[src/rtl/mmu_mem_return_router.sv]
// Routes memory read responses to the core or the MMU walker using an ordered tag queue.
// Optional build macro MMU_IF_PERF_COUNT_EN enables the 32-bit performance counters.
module mmu_mem_return_router #(
    parameter int P_DEPTH           = 16,
    parameter int P_DEPTH_N         = 4,
    parameter int P_FLAGS_W         = 24,
    parameter int P_MAX_OUTSTANDING = 16
) (
    input  logic                 iCLOCK,
    input  logic                 inRESET,
    input  logic                 iFLUSH,
    input  logic                 iMMU_REQ,
    output logic                 oMMU_LOCK,
    input  logic                 iMMU_STORE_ACK,
    input  logic                 iMMU_WALK,
    input  logic [P_FLAGS_W-1:0] iMMU_FLAGS,
    input  logic [1:0]           iMMU_ORDER,
    input  logic [3:0]           iMMU_MASK,
    input  logic                 iMMU_RW,
    input  logic [31:0]          iMMU_ADDR,
    input  logic [31:0]          iMMU_DATA,
    output logic                 oMEMORY_REQ,
    input  logic                 iMEMORY_LOCK,
    output logic [1:0]           oMEMORY_ORDER,
    output logic [3:0]           oMEMORY_MASK,
    output logic                 oMEMORY_RW,
    output logic [31:0]          oMEMORY_ADDR,
    output logic [31:0]          oMEMORY_DATA,
    input  logic                 iMEMORY_REQ,
    output logic                 oMEMORY_LOCK,
    input  logic [63:0]          iMEMORY_DATA,
    output logic                 oCORE_REQ,
    input  logic                 iCORE_LOCK,
    output logic                 oCORE_STORE_ACK,
    output logic [63:0]          oCORE_DATA,
    output logic [P_FLAGS_W-1:0] oCORE_MMU_FLAGS,
    output logic                 oWALK_VALID,
    input  logic                 iWALK_LOCK,
    output logic [63:0]          oWALK_DATA,
    output logic                 oBUSY,
    output logic                 oERR_UNDERFLOW,
    output logic [31:0]          oPERF_CORE_LOADS,
    output logic [31:0]          oPERF_WALKS,
    output logic [31:0]          oPERF_STALL
);

    localparam int L_CNT_W = P_DEPTH_N + 1;
    localparam int L_ENT_W = P_FLAGS_W + 1;
    localparam logic [L_CNT_W-1:0]   L_CNT_ZERO = L_CNT_W'(0);
    localparam logic [L_CNT_W-1:0]   L_CNT_ONE  = L_CNT_W'(1);
    localparam logic [L_CNT_W-1:0]   L_CNT_MAX  = L_CNT_W'(P_MAX_OUTSTANDING);
    localparam logic [L_CNT_W-1:0]   L_CNT_FULL = L_CNT_W'(P_DEPTH);
    localparam logic [P_DEPTH_N-1:0] L_PTR_ONE  = P_DEPTH_N'(1);

    logic [L_ENT_W-1:0]   r_mem [P_DEPTH];
    logic [P_DEPTH_N-1:0] r_wr_ptr;
    logic [P_DEPTH_N-1:0] r_rd_ptr;
    logic [L_CNT_W-1:0]   r_count;
    logic [L_CNT_W-1:0]   r_discard;
    logic                 r_core_valid;
    logic [63:0]          r_core_data;
    logic [P_FLAGS_W-1:0] r_core_flags;
    logic                 r_walk_valid;
    logic [63:0]          r_walk_data;
    logic                 r_err_underflow;

    logic                 w_mmu_lock;
    logic                 w_accept;
    logic                 w_store_ack;
    logic                 w_push;
    logic                 w_mem_lock;
    logic                 w_resp;
    logic                 w_pop;
    logic                 w_underflow;
    logic                 w_deliver;
    logic                 w_deliver_core;
    logic                 w_deliver_walk;
    logic [L_ENT_W-1:0]   w_head;
    logic [L_CNT_W-1:0]   w_count_nxt;
    logic [L_CNT_W-1:0]   w_discard_nxt;

    // Issue-side handshake, store ack and response-side handshake decode.
    always_comb begin
        w_mmu_lock     = iMEMORY_LOCK || (r_count == L_CNT_MAX) || (r_count == L_CNT_FULL);
        w_accept       = iMMU_REQ && !w_mmu_lock;
        w_store_ack    = w_accept && iMMU_STORE_ACK;
        w_push         = w_accept && !iMMU_STORE_ACK;
        w_mem_lock     = w_store_ack || iCORE_LOCK || iWALK_LOCK;
        w_resp         = iMEMORY_REQ && !w_mem_lock;
        w_pop          = w_resp && (r_count != L_CNT_ZERO);
        w_underflow    = w_resp && (r_count == L_CNT_ZERO);
        w_head         = r_mem[r_rd_ptr];
        // Flushed entries always sit at the head, so a nonzero discard count drops this pop.
        w_deliver      = w_pop && (r_discard == L_CNT_ZERO);
        w_deliver_core = w_deliver && !w_head[P_FLAGS_W];
        w_deliver_walk = w_deliver && w_head[P_FLAGS_W];
    end

    // Occupancy and discard bookkeeping for the next cycle.
    always_comb begin
        w_count_nxt = r_count;
        case ({w_push, w_pop})
            2'b10:   w_count_nxt = r_count + L_CNT_ONE;
            2'b01:   w_count_nxt = r_count - L_CNT_ONE;
            default: w_count_nxt = r_count;
        endcase
        w_discard_nxt = r_discard;
        if (iFLUSH) begin
            w_discard_nxt = r_count - (w_pop ? L_CNT_ONE : L_CNT_ZERO);
        end else if (w_pop && (r_discard != L_CNT_ZERO)) begin
            w_discard_nxt = r_discard - L_CNT_ONE;
        end else begin
            w_discard_nxt = r_discard;
        end
    end

    // Tag queue storage, pointers, counters and sticky underflow flag.
    always_ff @(posedge iCLOCK or negedge inRESET) begin
        if (!inRESET) begin
            for (int i = 0; i < P_DEPTH; i++) begin
                r_mem[i] <= '0;
            end
            r_wr_ptr        <= '0;
            r_rd_ptr        <= '0;
            r_count         <= '0;
            r_discard       <= '0;
            r_err_underflow <= 1'b0;
        end else begin
            if (w_push) begin
                r_mem[r_wr_ptr] <= {iMMU_WALK, iMMU_FLAGS};
                r_wr_ptr        <= r_wr_ptr + L_PTR_ONE;
            end
            if (w_pop) begin
                r_rd_ptr <= r_rd_ptr + L_PTR_ONE;
            end
            r_count         <= w_count_nxt;
            r_discard       <= w_discard_nxt;
            r_err_underflow <= r_err_underflow || w_underflow;
        end
    end

    // Core return register: holds under lock, otherwise loads or drops its valid.
    always_ff @(posedge iCLOCK or negedge inRESET) begin
        if (!inRESET) begin
            r_core_valid <= 1'b0;
            r_core_data  <= '0;
            r_core_flags <= '0;
        end else if (iCORE_LOCK) begin
            r_core_valid <= r_core_valid;
        end else if (w_deliver_core) begin
            r_core_valid <= 1'b1;
            r_core_data  <= iMEMORY_DATA;
            r_core_flags <= w_head[P_FLAGS_W-1:0];
        end else begin
            r_core_valid <= 1'b0;
        end
    end

    // Walk return register: same hold/load/clear rule against the walk lock.
    always_ff @(posedge iCLOCK or negedge inRESET) begin
        if (!inRESET) begin
            r_walk_valid <= 1'b0;
            r_walk_data  <= '0;
        end else if (iWALK_LOCK) begin
            r_walk_valid <= r_walk_valid;
        end else if (w_deliver_walk) begin
            r_walk_valid <= 1'b1;
            r_walk_data  <= iMEMORY_DATA;
        end else begin
            r_walk_valid <= 1'b0;
        end
    end

    assign oMMU_LOCK       = w_mmu_lock;
    assign oMEMORY_REQ     = w_accept;
    assign oMEMORY_ORDER   = iMMU_ORDER;
    assign oMEMORY_MASK    = iMMU_MASK;
    assign oMEMORY_RW      = iMMU_RW;
    assign oMEMORY_ADDR    = iMMU_ADDR;
    assign oMEMORY_DATA    = iMMU_DATA;
    assign oMEMORY_LOCK    = w_mem_lock;
    assign oCORE_REQ       = r_core_valid || w_store_ack;
    assign oCORE_STORE_ACK = w_store_ack;
    assign oCORE_DATA      = r_core_data;
    assign oCORE_MMU_FLAGS = r_core_flags;
    assign oWALK_VALID     = r_walk_valid;
    assign oWALK_DATA      = r_walk_data;
    assign oBUSY           = (r_count != L_CNT_ZERO);
    assign oERR_UNDERFLOW  = r_err_underflow;

`ifdef MMU_IF_PERF_COUNT_EN
    logic [31:0] r_perf_core;
    logic [31:0] r_perf_walk;
    logic [31:0] r_perf_stall;

    // Wrapping event counters for delivered returns and issue stalls.
    always_ff @(posedge iCLOCK or negedge inRESET) begin
        if (!inRESET) begin
            r_perf_core  <= 32'd0;
            r_perf_walk  <= 32'd0;
            r_perf_stall <= 32'd0;
        end else begin
            r_perf_core  <= r_perf_core + (w_deliver_core ? 32'd1 : 32'd0);
            r_perf_walk  <= r_perf_walk + (w_deliver_walk ? 32'd1 : 32'd0);
            r_perf_stall <= r_perf_stall + ((iMMU_REQ && w_mmu_lock) ? 32'd1 : 32'd0);
        end
    end

    assign oPERF_CORE_LOADS = r_perf_core;
    assign oPERF_WALKS      = r_perf_walk;
    assign oPERF_STALL      = r_perf_stall;
`else
    assign oPERF_CORE_LOADS = 32'd0;
    assign oPERF_WALKS      = 32'd0;
    assign oPERF_STALL      = 32'd0;
`endif

endmodule

[config.mk]
export PLATFORM = sky130hd
export DESIGN_NAME = mmu_mem_return_router
export DESIGN_NICKNAME = d
export VERILOG_FILES = /design/src/rtl/mmu_mem_return_router.sv
export SDC_FILE = /design/constraint.sdc
export NUM_CORES = 1
export LEC_CHECK = 0
export BUFFER_PORTS_ARGS = -buffer_cell sky130_fd_sc_hd__buf_2
export CAP_MARGIN = 20
export CORE_MARGIN = 1.5
export CORE_UTILIZATION = 38
export CTS_BUF_LIST = sky130_fd_sc_hd__clkbuf_16
export DETAILED_ROUTE_END_ITERATION = 7
export GPL_TIMING_DRIVEN = 1
export PLACE_DENSITY = 0.68
export SLEW_MARGIN = 20
export SYNTH_ARGS = -nofsm -noshare
export SYNTH_HDL_FRONTEND = slang
export SYNTH_SLANG_ARGS = --single-unit
[constraint.sdc]
create_clock -name iCLOCK -period 10.7 [get_ports iCLOCK]
set_input_delay 1.605 -clock iCLOCK [delete_from_list [all_inputs] [get_ports iCLOCK]]
set_output_delay 1.605 -clock iCLOCK [all_outputs]
set_load 0.03 [all_outputs]
==> results of run 1 <==
-- kinds of logic (layout without fill, tap and decap cells) --
family,Yosys count,count (layout),synth area share (%)
other,1,97,0.0143
flip-flops,573,573,54.6
AO/OA/AOI/OAI,71,71,2.30
multiplexers,662,662,33.4
adder cells (fa/ha/maj),11,11,0.524
XOR/XNOR,16,16,0.534
AND/OR/NAND/NOR,83,83,1.71
buffers and inverters,296,398,6.91
-- flip-flops by register name, indices dropped and copies added, names as in the netlist --
register	flops
r_mem	400
oCORE_DATA	64
oWALK_DATA	64
oCORE_MMU_FLAGS	24
r_count	5
r_discard	5
r_rd_ptr	4
r_wr_ptr	4
oERR_UNDERFLOW	1
oWALK_VALID	1
r_core_valid	1
-- critical path: cells and delay by family, from the launching register on --
kind          cells  cell delay (ns)
flops             1             0.50
buf+inv           1             0.18
simple gates      4             1.42
-- final cells by class --
type	count	area, um^2
timing repair buffer	275	1460
multi-input combinational	939	10500
clock inverter	53	494
tap	882	1100
clock buffer	59	1480
sequential	573	14300
fill	6104	39000
inverter	11	41.3
antenna	1	2.50
-- path summary, 6_finish.rpt --
check / start / endpoint / slack, ns / depth (start not counted)
setup / recovery: r_count[0] / oCORE_REQ / 6.38 / 5
hold / removal: oERR_UNDERFLOW / oERR_UNDERFLOW / 0.49 / 1
setup reg to reg: r_rd_ptr[1] / oWALK_DATA[5] / 6.63 / 5
hold reg to reg: oERR_UNDERFLOW / oERR_UNDERFLOW / 0.49 / 1
max in group asynchronous: inRESET / oWALK_DATA[2] / 7.16 / 4
min in group asynchronous: inRESET / r_mem[54] / 0.85 / 1
-- power breakdown --
group          internal [mW]  switching (mW)
logic                   1.22            1.16
registers               2.86           0.451
clock network           1.20           0.881
total                   5.28            2.49
-- metrics by stage --
step           power (mW)  util [%]  setup WS, ns  instance area, um^2
6_report             7.77      43.0          6.38                29400
3_3_place_gp         5.63      40.1          5.84                27400
4_1_cts              7.86      43.0          6.36                29400
2_1_floorplan        5.09         -          6.46                26600
5_1_grt              8.17      43.0          6.20                29400
3_5_place_dp         5.75      40.1          5.74                27400
-- layer usage --
layer | GRT usage [%] | up-vias | wire (um)
li1 | - | 6268 | -
met1 | 24.7 | 7877 | 27900
met2 | 30.4 | 525 | 32200
met3 | 4.75 | 123 | 4890
met4 | 6.05 | 10 | 1870
met5 | 1.18 | - | 162
-- placed cells by master, fill, tap and decap left out, types with 3 or more instances in the layout --
| cell type | instances |
|---|---|
| nor2_1 | 10 |
| a31oi_1 | 3 |
| clkbuf_16 | 59 |
| a21oi_1 | 3 |
| mux2_4 | 49 |
| clkinv_1 | 13 |
| nand3_1 | 4 |
| a22o_1 | 24 |
| clkinvlp_4 | 5 |
| conb_1 | 96 |
| buf_4 | 15 |
| nor3_1 | 7 |
| and2_0 | 5 |
| mux2_2 | 507 |
| nand2_2 | 12 |
| clkinv_2 | 12 |
| o21ai_0 | 6 |
| nand2_1 | 16 |
| buf_2 | 256 |
| dfrtp_1 | 571 |
| xor2_1 | 5 |
| mux2i_1 | 6 |
| ha_1 | 11 |
| and3_1 | 4 |
| bufinv_16 | 8 |
| inv_1 | 21 |
| a221o_1 | 24 |
| mux4_2 | 100 |
| xnor2_1 | 11 |
==> impl_metrics.ini, run 1 <==
[clocking]
h-tree-depth = 2
ctsHoldBuffers = 0
root_buffer = clkbuf_16
clkLatencyLatePin_ns = 0.64
cts_tree = built
clk_pin_slew_ns = 0.07
cts_sinks = 573
post_cts_buffers = 0
cts_resized = 0
cts_made_buffers = 59
ctsLongestPathBuffers = 3

[timing]
fin_tns_setup_ns = 0
clock.fmax_mhz = 232
hold-worst-slack_ns = 0.487
slew_headroom_pct = 27.8
tightest_slew_ns = 1.08
period_share_pct = 40.4
finalHoldViolCount = 0
slew_violations = 0
grt_setup_unrepaired = false
fin_worst_skew_ns = 0.0356
setup_viol = 0
post-route-min-period_ns = 4.32

[drt]
drt_drc_violations_left = 0
drt_first_pass_iters = 5
first_iter_violations = 769
routed_wl_um = 67000
vias_per_cell = 5.30
via_count = 14800
antenna_left = 0
routedWlPerCell_um = 24.0

[synth]
netlist_area_mm2 = 0.0262
synth_most_common_cell = dfrtp_1
synthCells = 1713
synthTopCellsByCount = 573 x dfrtp_1, 507 x mux2_2, 167 x buf_4, 100 x mux4_2, 79 x clkbuf_1
synth_top_area_share_pct = 54.6
yosys.area.top_type = dfrtp_1
synth_edf_count = 0
synth-seq-cells = 573
async_reset_ff_share_pct = 100
postSynthAreaPerCell_um2 = 15.3
synth.distinct_cells = 52
yosys_most_used_dff = dfrtp_1
ys_seq_area_share_pct = 54.6
yosysWarnings = 0
synthTopCellsByArea = dfrtp_1 55%, mux2_2 22%, mux4_2 8.6%

[setup_path]
required_ns = 9.10
max_stage_delay_ns = 0.50
critPathLaunchType = flop
cp_max_fo = 8
crit_type = reg -> out
cp-end-kind = output pin
crit_slowest_cell = dfrtp_1
crit_arrival_ns = 2.71
path_cells = nor4_4 -> and2_0 -> nor2_1 -> or2_2 -> buf_2

[die]
num_rows = 96
die_height_um = 266
core_mm2 = 0.0685
die_x_um = 266
io_pins = 496
die_area_mm2 = 0.0706
start_util_pct = 38.3

[cells_and_area]
fin_cells = 2793
layout-drive-gt1-share_pct = 54.8
fin_nets = 2039
area_growth_pct = 12.2

[placed_design]
dp_hpwl_um = 42900
gp_congestion = 0.868
portBuffers = 257
post-place-cells = 2679

[global_route]
grt_pass1_wl_um = 101000
grt_max_degree = 143
grt_overflow_total = 0
antenna_found_initial = 7
grt_pass1_vias = 15500
grt_usage_pct = 18.8

[power]
p_leak_nw = 14.8
ir_drop_uv = 138
p_per_area_mw_per_mm2 = 264

[run_status]
outcome = completed

[hold_path]
hp-class = reg -> reg

[job]
cap_violations = 0
No activity file was read; power rests on OpenSTA's default activity.
==> run 2, diff against run 1 <==
==> constraint.sdc (replaced) <==
create_clock -name iCLOCK -period 4.5 [get_ports iCLOCK]
set_input_delay 0.675 -clock iCLOCK [delete_from_list [all_inputs] [get_ports iCLOCK]]
set_output_delay 0.675 -clock iCLOCK [all_outputs]
set_load 0.03 [all_outputs]
==> run 2 against run 1 <==
Sequential power grew 140%. Clock skew shrank 0.0078 ns. Utilization grew 0.088 points. Worst setup slack lost 5.5 ns. Hold slack lost 0.34 ns. Sequential share of layout area shrank 0.099 points. Power grew 140%. Combinational power grew 140%. Routed wire length grew 0.98%. Clock power grew 140%. Final cell count is essentially flat.
==> impl_metrics.ini, run 2 (synthesis gave the netlist of run 1 again) <==
[setup_path]
worst_path_most_repeated_cell = ha_1
required_ns = 5.05
cp_max_fo = 11
path_cells = nor4_4 -> mux2i_1 -> buf_4 -> nor2_1 -> ha_1 -> xor2_1 -> ha_1 -> a31oi_1 -> and2_1 -> or4b_2 -> o211ai_1
max_stage_delay_ns = 0.64
crit_arrival_ns = 4.17
crit_type = reg -> reg
cp-end-kind = flop
crit_slowest_cell = or4b_2
path_delay_family = simple AND/OR/NAND/NOR gates
worst-path-buf-inv = 1
critPathLaunchType = flop

[cells_and_area]
largest_reg_flops = 400
multiInputGateArea_mm2 = 0.0105
postLayoutCoreUtil_pct = 43.1
stdcell_area_mm2 = 0.0295
num-fill-cells = 6081
layout-drive-gt1-share_pct = 54.8
fin_cells = 2792
mostFrequentLayoutCells = 571 x dfrtp_1, 507 x mux2_2, 256 x buf_2
regMostFlops = r_mem
area_growth_pct = 12.4
seq_area_mm2 = 0.0143
final_common_cell = dfrtp_1
fin_nets = 2042

[timing]
post-route-min-period_ns = 3.62
slew_headroom_pct = 29.3
tightest_slew_ns = 1.06
grt_setup_unrepaired = false
finalHoldViolCount = 0
fin_worst_skew_ns = 0.0278
hold-worst-slack_ns = 0.143
setup_viol = 0
slew_violations = 0
fin_tns_setup_ns = 0
period_share_pct = 80.4
clock.fmax_mhz = 276
setup_slack_ns = 0.882

[power]
intPower_mw = 12.6
ir_drop_uv = 390
comb_power_share_pct = 31.1
power_mw = 18.5
p_per_area_mw_per_mm2 = 627
p_seq_share_pct = 42.4
switching_share_pct = 32.0
power_switching_mw = 5.92
p_leak_nw = 14.9
clkPwrFrac_pct = 26.5

[drt]
via_count = 14800
routed_wl_um = 67600
first_iter_violations = 882
vias_per_cell = 5.32
drt_first_pass_iters = 4
antenna_left = 0
routedWlPerCell_um = 24.2
drt_drc_violations_left = 0

[clocking]
ctsLongestPathBuffers = 3
cts_made_buffers = 57
post_cts_buffers = 0
cts_sinks = 573
clk_pin_slew_ns = 0.06
ctsHoldBuffers = 0
cts_tree = built
cts_resized = 0
h-tree-depth = 2
clkLatencyLatePin_ns = 0.63
root_buffer = clkbuf_16

[run_status]
outcome = completed

[placed_design]
portBuffers = 257
dp_hpwl_um = 43700
gp_congestion = 0.835
post-place-cells = 2685
placed_area_mm2 = 0.0276
pre_cts_slack_ns = 0.806

[die]
start_util_pct = 38.3
core_mm2 = 0.0685
die_area_mm2 = 0.0706
io_pins = 496
die_height_um = 266
num_rows = 96
die_x_um = 266

[hold_path]
hp-class = in -> async

[global_route]
grt_max_degree = 121
grt_usage_pct = 18.8
antenna_found_initial = 9
grt_overflow_total = 0
grt_pass1_wl_um = 101000
grt_pass1_vias = 15700

[job]
cap_violations = 0
run 2: cell types whose count changed in the layout (fill, tap and decap cells not counted), sizes merged:
cell / change
clkbuf: -2
inv: -3
buf: +5
bufinv: +1
clkinvlp: -2
run 2: power by group through the flow:
stage | Combinational, mW | Sequential [mW] | Clock (mW)
2_1_floorplan | 3.97 | 8.12 | 0
3_3_place_gp | 5.66 | 7.79 | 0
3_5_place_dp | 5.81 | 7.94 | 0
4_1_cts | 5.83 | 7.85 | 5.02
5_1_grt | 6.12 | 8.06 | 5.23
6_report | 5.74 | 7.85 | 4.90
run 2: path summary, 6_finish.rpt:
check                                       to  cells after the start  slack (ns)      startpoint
min in group iCLOCK               r_core_valid                      3        0.29      iCORE_LOCK
worst min-delay path                r_mem[257]                      1        0.14         inRESET
worst max register to register      r_count[4]                     11        0.88      r_count[2]
worst max-delay path                r_count[4]                     11        0.88      r_count[2]
worst min register to register  oERR_UNDERFLOW                      1        0.50  oERR_UNDERFLOW
max in group asynchronous           r_mem[192]                      2        3.13         inRESET
run 2: area by class of cell:
type	instances	share of cell area, %
clock buffer	57	4.83
inverter	11	0.140
sequential	573	48.6
timing repair buffer	280	5.36
clock inverter	49	1.64
multi-input combinational	939	35.7
antenna	1	0.00848
tap	882	3.74
run 2: per-layer routing:
layer | up-vias | track usage, % | wire length, um
met5 | - | 1.11 | 196
met4 | 14 | 4.42 | 1130
met3 | 94 | 5.44 | 4950
met2 | 511 | 31.2 | 33200
met1 | 7957 | 24.3 | 28200
li1 | 6273 | - | -
==> run 3, diff against run 2 <==
--- a/config.mk
+++ b/config.mk
@@ -5,6 +5,7 @@
 export SDC_FILE = /design/constraint.sdc
 export NUM_CORES = 1
 export LEC_CHECK = 0
+export ABC_AREA = 1
 export BUFFER_PORTS_ARGS = -buffer_cell sky130_fd_sc_hd__buf_2
 export CAP_MARGIN = 20
 export CORE_MARGIN = 1.5
==> constraint.sdc (replaced) <==
create_clock -name iCLOCK -period 3.7 [get_ports iCLOCK]
set_input_delay 0.555 -clock iCLOCK [delete_from_list [all_inputs] [get_ports iCLOCK]]
set_output_delay 0.555 -clock iCLOCK [all_outputs]
set_load 0.03 [all_outputs]
==> run 3 against run 2 <==
Final cell count grew 42%. Largest power group unchanged. Clock skew shrank 0.0011 ns. Via count grew 38%. Sequential share of layout area grew 1.1 points. Clock power grew 19%. Hold slack gained 0.021 ns. Non-clock buffer count grew 24.
==> impl_metrics.ini, run 3 <==
[run_status]
outcome = completed

[clocking]
cts_resized = 0
clk_pin_slew_ns = 0.06
h-tree-depth = 2
cts_made_buffers = 58
clkLatencyLatePin_ns = 0.64
root_buffer = clkbuf_16
cts_tree = built
ctsLongestPathBuffers = 3
cts_sinks = 573

[timing]
setup_viol = 0
grt_setup_unrepaired = false
post-route-min-period_ns = 2.83
slew_violations = 0
clock.fmax_mhz = 353
period_share_pct = 76.5
finalHoldViolCount = 0
hold-worst-slack_ns = 0.163
tightest_slew_ns = 0.738
fin_tns_setup_ns = 0
fin_worst_skew_ns = 0.0267
setup_slack_ns = 0.869
slew_headroom_pct = 50.8

[cells_and_area]
mostFrequentLayoutCells = 591 x nand2_1, 570 x dfrtp_1, 559 x o21ai_0
largest_reg_flops = 400
area_growth_pct = 10.9
fin_cells = 3955
final_common_cell = nand2_1
seq_area_mm2 = 0.0143
fin_nets = 3216
multiInputGateArea_mm2 = 0.00915
num-fill-cells = 6566
regMostFlops = r_mem
antennaDiodeCount = 0
postLayoutCoreUtil_pct = 42.8
layout-drive-gt1-share_pct = 13.8

[power]
p_per_area_mw_per_mm2 = 808
p_leak_nw = 14.1
ir_drop_uv = 447

[drt]
routedWlPerCell_um = 18.6
drt_first_pass_iters = 5
drt_drc_violations_left = 0
routed_wl_um = 73500
vias_per_cell = 5.17
via_count = 20400
first_iter_violations = 1958
antenna_left = 0

[synth]
postSynthAreaPerCell_um2 = 8.77
yosys_most_used_dff = dfrtp_1
async_reset_ff_share_pct = 100
yosys.area.top_type = dfrtp_1
synthCells = 2966
yosysWarnings = 0
synth.distinct_cells = 39
synthTopCellsByCount = 592 x nand2_1, 573 x dfrtp_1, 559 x o21ai_0, 250 x nor2_1, 250 x o21ai_1
synthTopCellsByArea = dfrtp_1 55%, o21ai_0 11%, nand2_1 8.5%
synth_edf_count = 0
synth_most_common_cell = nand2_1
ys_seq_area_share_pct = 55.1
synth_top_area_share_pct = 55.1
netlist_area_mm2 = 0.0260
synth-seq-cells = 573

[global_route]
grt_overflow_total = 0
antenna_found_initial = 0
grt_pass1_vias = 19000
grt_usage_pct = 20.7
grt_max_degree = 133
grt_pass1_wl_um = 114000

[job]
cap_violations = 0

[die]
die_x_um = 265
die_height_um = 265
io_pins = 496
core_mm2 = 0.0674
die_area_mm2 = 0.0700
start_util_pct = 38.6
num_rows = 95

[placed_design]
post-place-cells = 3848
portBuffers = 257
pre_cts_slack_ns = 0.946
dp_hpwl_um = 44400
gp_congestion = 0.811

[setup_path]
cp_max_fo = 84
crit_arrival_ns = 3.37
required_ns = 4.24
rrSetupSlack_ns = 0.87
max_stage_delay_ns = 0.63
path_cells = inv_6 -> nand2_1 -> a221oi_2 -> o21ai_1 -> nand3_4 -> buf_4 -> nand2_1 -> o21ai_1
crit_slowest_cell = dfrtp_4
cp-end-kind = flop
critPathLaunchType = flop
crit_type = reg -> reg

[hold_path]
hp-class = in -> reg
-- run 3: worst max-delay path, delay by kind of cell, from the launching register on --
kind / cells / cell delay [ns]
buffers and inverters: 2 / 0.93
flip-flops: 1 / 0.63
AO/OA/AOI/OAI: 3 / 0.54
AND/OR/NAND/NOR: 3 / 0.58
-- run 3: per-stage QoR --
step	power [mW]	area [um^2]
4_1_cts	23.4	28800
3_5_place_dp	17.5	26900
6_report	23.3	28800
3_3_place_gp	17.3	26900
5_1_grt	24.8	28800
2_1_floorplan	15.1	26400
-- run 3: path summary, 6_finish.rpt --
check / cells after the start / to / from
worst max-delay path: 8 / oCORE_MMU_FLAGS[14] / r_rd_ptr[0]
worst min-delay path: 3 / r_core_valid / iCORE_LOCK
worst max register to register: 8 / oCORE_MMU_FLAGS[14] / r_rd_ptr[0]
worst min register to register: 2 / r_mem[248] / r_mem[248]
max in group asynchronous: 3 / oCORE_MMU_FLAGS[22] / inRESET
min in group asynchronous: 2 / r_discard[4] / inRESET
-- run 3: what timing repair did --
action / in CTS / in global routing
hold buffers: 1 / 0
setup buffers: 0 / 0
endpoints found under the hold margin: 40 / 0
-- run 3: cell type report --
type / count / area share [%]
inverter: 143 / 1.88
multi-input combinational: 1956 / 31.7
timing repair buffer: 304 / 6.29
clock buffer: 58 / 5.03
clock inverter: 48 / 1.51
sequential: 573 / 49.8
tap: 873 / 3.79
-- run 3: kinds of logic (layout without fill, tap and decap cells) --
| kind of cell | count (synthesis) | after routing | synth area share, % |
|---|---|---|---|
| AO/OA/AOI/OAI | 942 | 942 | 18.9 |
| XOR/XNOR | 13 | 13 | 0.438 |
| adder cells (fa/ha/maj) | 11 | 11 | 0.529 |
| buffers and inverters | 532 | 553 | 11.1 |
| flip-flops | 573 | 573 | 55.1 |
| multiplexers | 1 | 1 | 0.0385 |
| other | 1 | 96 | 0.0144 |
| AND/OR/NAND/NOR | 893 | 893 | 13.9 |
-- run 3: power by group --
| part | switching (mW) | internal [mW] |
|---|---|---|
| registers | 1.16 | 8.10 |
| clock network | 2.57 | 3.28 |
| logic | 5.52 | 2.66 |
| total | 9.25 | 14.0 |
-- run 3: layer usage --
metal	part of all wire (%)	up-vias	GRT usage [%]
met3	7.2	115	4.03
met1	44	9871	28.3
met4	2.7	0	6.43
li1	-	9684	-
met2	46	774	33.0
met5	0	-	0
